===== src/rtl/wisc_pipe_pkg.sv =====
// Shared types and constants for the WISC pipeline control logic.
package wisc_pipe_pkg;

  localparam int unsigned REGW_DEFAULT = 4;

  // Register 0 is hardwired; it never creates a dependency.
  localparam logic [REGW_DEFAULT-1:0] REG_ZERO = '0;

  typedef enum logic [1:0] {
    RUN   = 2'd0,
    DMISS = 2'd1,
    IMISS = 2'd2,
    HALT  = 2'd3
  } haz_state_t;

endpackage


===== src/rtl/sat_counter.sv =====
// Saturating up-counter with synchronous clear and asynchronous active-low reset.
module sat_counter #(
  parameter int unsigned WIDTH = 16
) (
  input  logic             clk,
  input  logic             rst_n,
  input  logic             clr,
  input  logic             inc,
  output logic [WIDTH-1:0] count
);

  logic [WIDTH-1:0] count_q, count_d;

  // Next count: clear wins, then increment unless already all-ones.
  always_comb begin
    count_d = count_q;
    if (clr) begin
      count_d = '0;
    end else if (inc && !(&count_q)) begin
      count_d = count_q + 1'b1;
    end
  end

  // Count register.
  always_ff @(posedge clk or negedge rst_n) begin
    if (!rst_n) begin
      count_q <= '0;
    end else begin
      count_q <= count_d;
    end
  end

  assign count = count_q;

endmodule


===== src/rtl/hazard_ctrl.sv =====
// Pipeline hazard/stall controller for the 5-stage WISC core.
// Optional HAZ_PERF_EN adds saturating stall/miss cycle counters.
module hazard_ctrl
  import wisc_pipe_pkg::*;
#(
  parameter int unsigned REGW = REGW_DEFAULT,
  parameter int unsigned CNTW = 16
) (
  input  logic            clk,
  input  logic            rst_n,
  input  logic [REGW-1:0] d_rs,
  input  logic [REGW-1:0] d_rt,
  input  logic            d_rs_en,
  input  logic            d_rt_en,
  input  logic            d_br_cond,
  input  logic            d_br_reg,
  input  logic            d_br_taken,
  input  logic            d_halt,
  input  logic [REGW-1:0] x_rd,
  input  logic            x_regwr,
  input  logic            x_memrd,
  input  logic            x_setflags,
  input  logic [REGW-1:0] m_rd,
  input  logic            m_memrd,
  input  logic            imiss,
  input  logic            dmiss,
  output logic            pc_we,
  output logic            ifid_we,
  output logic            ifid_flush,
  output logic            idex_bubble,
  output logic            exmem_we,
  output logic            memwb_we,
  output logic            halted,
  output logic [1:0]      state
`ifdef HAZ_PERF_EN
  ,
  output logic [CNTW-1:0] cnt_lu,
  output logic [CNTW-1:0] cnt_dmiss,
  output logic [CNTW-1:0] cnt_imiss
`endif
);

  haz_state_t state_q, state_d;
  logic       lu, flg, brr, haz;

  // Dependency checks against the instructions in EX and MEM.
  always_comb begin
    lu  = x_memrd && x_regwr && (x_rd != '0) &&
          ((d_rs_en && (d_rs == x_rd)) || (d_rt_en && (d_rt == x_rd)));
    flg = d_br_cond && x_setflags;
    brr = d_br_reg && (d_rs != '0) &&
          ((x_regwr && (d_rs == x_rd)) || (m_memrd && (d_rs == m_rd)));
    haz = lu || flg || brr;
  end

  // Next state and pipeline-register controls; dmiss > imiss > hazard > branch/halt.
  always_comb begin
    state_d     = state_q;
    pc_we       = 1'b1;
    ifid_we     = 1'b1;
    ifid_flush  = 1'b0;
    idex_bubble = 1'b0;
    exmem_we    = 1'b1;
    memwb_we    = 1'b1;
    if (state_q == HALT) begin
      // Front end stays frozen; back end drains unless the D-cache is busy.
      pc_we   = 1'b0;
      ifid_we = 1'b0;
      if (dmiss) begin
        exmem_we = 1'b0;
        memwb_we = 1'b0;
      end else begin
        ifid_flush = 1'b1;
      end
    end else if (dmiss) begin
      state_d  = DMISS;
      pc_we    = 1'b0;
      ifid_we  = 1'b0;
      exmem_we = 1'b0;
      memwb_we = 1'b0;
    end else if (imiss) begin
      // No valid fetch: IF/ID gets a NOP, but decode may still issue or redirect.
      state_d = IMISS;
      pc_we   = 1'b0;
      ifid_we = 1'b0;
      if (haz) begin
        idex_bubble = 1'b1;
      end else begin
        ifid_flush = 1'b1;
        if (d_br_taken) begin
          pc_we = 1'b1;
        end else if (d_halt) begin
          state_d = HALT;
        end
      end
    end else begin
      state_d = RUN;
      if (haz) begin
        pc_we       = 1'b0;
        ifid_we     = 1'b0;
        idex_bubble = 1'b1;
      end else if (d_br_taken) begin
        ifid_flush = 1'b1;
      end else if (d_halt) begin
        state_d    = HALT;
        pc_we      = 1'b0;
        ifid_we    = 1'b0;
        ifid_flush = 1'b1;
      end
    end
  end

  // State register; reset aborts any miss wait immediately.
  always_ff @(posedge clk or negedge rst_n) begin
    if (!rst_n) begin
      state_q <= RUN;
    end else begin
      state_q <= state_d;
    end
  end

  assign halted = (state_q == HALT);
  assign state  = state_q;

`ifdef HAZ_PERF_EN
  logic lu_stall;
  // A load-use cycle counts only when the stall is actually applied.
  assign lu_stall = lu && (state_q != HALT) && !dmiss;

  sat_counter #(.WIDTH(CNTW)) u_cnt_lu (
    .clk  (clk),
    .rst_n(rst_n),
    .clr  (1'b0),
    .inc  (lu_stall),
    .count(cnt_lu)
  );

  sat_counter #(.WIDTH(CNTW)) u_cnt_dmiss (
    .clk  (clk),
    .rst_n(rst_n),
    .clr  (1'b0),
    .inc  (state_q == DMISS),
    .count(cnt_dmiss)
  );

  sat_counter #(.WIDTH(CNTW)) u_cnt_imiss (
    .clk  (clk),
    .rst_n(rst_n),
    .clr  (1'b0),
    .inc  (state_q == IMISS),
    .count(cnt_imiss)
  );
`else
  // Counter width only matters when the counters are built.
  logic [31:0] unused_cntw;
  assign unused_cntw = CNTW;
`endif

endmodule


===== config.mk =====
export PLATFORM = sky130hd
export DESIGN_NAME = hazard_ctrl
export DESIGN_NICKNAME = d
export VERILOG_FILES = /design/src/rtl/wisc_pipe_pkg.sv /design/src/rtl/sat_counter.sv /design/src/rtl/hazard_ctrl.sv
export SDC_FILE = /design/constraint.sdc
export NUM_CORES = 1
export LEC_CHECK = 0
export CAP_MARGIN = 20
export CORE_MARGIN = 2
export CORE_UTILIZATION = 27
export CTS_CLUSTER_DIAMETER = 60
export DETAILED_ROUTE_END_ITERATION = 8
export PLACE_DENSITY = 0.79
export SETUP_SLACK_MARGIN = 0.15
export SYNTH_ARGS = -nofsm -noshare
export SYNTH_HDL_FRONTEND = slang
export SYNTH_HIERARCHICAL = 1
export SYNTH_SLANG_ARGS = --single-unit

===== constraint.sdc =====
create_clock -name clk -period 2.3 [get_ports clk]
set_clock_uncertainty 0.1 [all_clocks]
set_input_delay 0.46 -clock clk [delete_from_list [all_inputs] [get_ports clk]]
set_output_delay 0.46 -clock clk [all_outputs]
set_load 0.01 [all_outputs]

==> impl_metrics.env <==
export IMPL_drv_cap=0
export IMPL_path_cells="buf_8 > o41a_1 > a32oi_4 > o211ai_4 > buf_4 > buf_6 > nor3_2 > buf_2"
export IMPL_status="finished with violations"
export IMPL_drive_above_1_share_pct=47.0
export IMPL_cp_max_fo=3
export IMPL_worst_slew_pin_slew_ns=0.247
export IMPL_area_delta_synth_final_pct=186
export IMPL_setup_ws_ns=-0.248
export IMPL_portBuffers=38
export IMPL_dp_hpwl_mm=1.09
export IMPL_grtUsageTotal_pct=20.5
export IMPL_ir_drop_v=0.000158
export IMPL_die_w_um=40.9
export IMPL_critical_path_class="input port to output pin"
export IMPL_drv_slew=0
export IMPL_max_stage_delay_ns=0.48
export IMPL_yosysWarningCount=6
export IMPL_final_common_cell="clkdlybuf4s50_1"
export IMPL_wl_per_cell_um=13.8
export IMPL_first_global_vias=543
export IMPL_htreeDepth=1
export IMPL_fin_nets=132
export IMPL_slew_limit_headroom_pct=83.4
export IMPL_final_util_pct=81.9
export IMPL_critPathSlowestCell="o41a_1"
export IMPL_ff2ff_setup_slack_ns=1.18
export IMPL_grt_antenna_before_repair=0
export IMPL_worst_ep_arrival_time_ns=1.99
export IMPL_syn_area_um2=368
export IMPL_start_util_pct=28.6
export IMPL_crit_end="pc_we"
export IMPL_numCtsBuffers=3
export IMPL_cellPowerDensity_mw_per_mm2=267
export IMPL_finalHoldViolations=0
export IMPL_die_h_um=40.9
export IMPL_setup_viol=4
export IMPL_worstPathRequired_ns=1.74
export IMPL_grt_pass1_wl_mm=2.19
export IMPL_violations="negative setup slack"
export IMPL_cts_max_path_buffers=2
export IMPL_power_w=0.000281
export IMPL_grt_overflow=0
export IMPL_syn_avg_cell_area_um2=8.55
export IMPL_cts_tree="yes"
export IMPL_holdWs_ns=0.296
export IMPL_synth_edf_count=0
export IMPL_hold_buffers=0
export IMPL_fmax_ghz=0.392
export IMPL_vias=549
export IMPL_finalCritPeriodShare_pct=111
export IMPL_cp_startpoint="d_rs[2]"
export IMPL_coreArea_mm2=0.00128
export IMPL_ys_types=23
export IMPL_clk_latency_ns=0.23
export IMPL_end_kind="output pin"
export IMPL_io_pins=39
export IMPL_firstDrtPassIters=4
export IMPL_diodes=0
export IMPL_routabilityCongestion=0.633
export IMPL_synthFlopType="dfrtp_1"
export IMPL_dieArea_mm2=0.00167
export IMPL_worstSetupStartpointType="input port"
export IMPL_p_leak_nw=0.465
export IMPL_clk_pin_slew_ns=0.03
export IMPL_synthesis_nets=73
export IMPL_rr_startpoint="state[0]"
export IMPL_rsz0062_at_grt="yes"
export IMPL_ys_seq_area_share_pct=13.6
export IMPL_ant_nets=0
export IMPL_drc=0
export IMPL_period_minus_slack_ns=2.55
export IMPL_routed_via_density=4.77
export IMPL_ys_ff_latch=2
export IMPL_drt_initial_drc_count=4
export IMPL_async_flop_share_pct=100
export IMPL_cts_sinks=2
export IMPL_layout_common_cells="clkdlybuf4s50_1 (17), buf_4 (14), buf_6 (7)"
export IMPL_routed_wl_mm=1.58
export IMPL_hold_class="input port to async pin"
export IMPL_grt_max_degree=5
export IMPL_largest_reg_flops=2
export IMPL_r2r_cells=3
export IMPL_rows=13
export IMPL_syn_inst=43
export IMPL_r2r_end="state[0]"
export IMPL_cts_root_buf="clkbuf_4"
## worst min-delay path by stage
stage	cells after the start	slack, ns	end	from
finish	1	0.30	state[1]	rst_n
global route	1	0.29	state[1]	rst_n
floorplan	0	0.06	state[0]	rst_n
detailed placement	2	0.47	state[1]	state[1]
CTS	1	0.30	state[1]	rst_n
global placement	2	0.46	state[1]	state[1]
## area by class of cell
cell class                 instances  area (um2)
clock buffer                       3        22.5
fill                              80         233
inverter                           2        7.51
multi-input combinational         38         440
sequential                         2        50.0
tap                               15        18.8
timing repair buffer              55         513
## Yosys cell counts, types with 2 or more instances
cell / n / share of area [%]
nor2_1: 3 / 3.1
inv_1: 2 / 2.0
nor3_1: 4 / 5.4
xor2_1: 10 / 24
dfrtp_1: 2 / 14
nand2_1: 4 / 4.1
xnor2_1: 2 / 4.8
## power breakdown
part	leakage [nW]	switching, W	internal (W)
combinational	0.433	0.0000654	0.0000985
sequential	0.0175	0	0.0000355
clock	0.0138	0.0000239	0.0000578
total	0.465	0.0000893	0.000192
## critical path: cells and delay by family
kind / cells / cell delay, ns
AOI/OAI and AO/OA: 3 / 0.88
buffers and inverters: 4 / 0.52
and+or+nand+nor: 1 / 0.11
## per-stage QoR
stage | std cells | setup TNS, ns | setup slack [ns] | area, um2
after floorplan | 43 | 0 | 0.112 | 382
after global placement | 105 | -3.51 | -0.943 | 848
after detailed placement | 105 | -3.78 | -0.958 | 848
after CTS | 113 | -0.729 | -0.251 | 942
after global routing | 115 | -1.00 | -0.299 | 1050
final | 115 | -0.768 | -0.248 | 1050
## logic make-up after synthesis
group	Yosys count	share of synthesized area, %
and+or+nand+nor	18	28.6
buffers and inverters	3	4.08
AOI/OAI and AO/OA	8	25.2
DFF	2	13.6
xor gates and xnor gates	12	28.6
## timing repair
action | CTS | global route
pin swaps | 12 | 13
buffers inserted | 5 | 2
gates resized for setup | 70 | 23
endpoints found under the setup margin | 8 | 4
## metal layers
| layer | global-route usage, % | part of all wire, % | vias to the layer above |
|---|---|---|---|
| li1 | - | - | 268 |
| met1 | 22.5 | 36 | 247 |
| met2 | 37.1 | 55 | 29 |
| met3 | 2.17 | 7.1 | 5 |
| met4 | 12.5 | 2.1 | 0 |
| met5 | 0 | 0 | - |
Power figures use the tool's default switching activity.
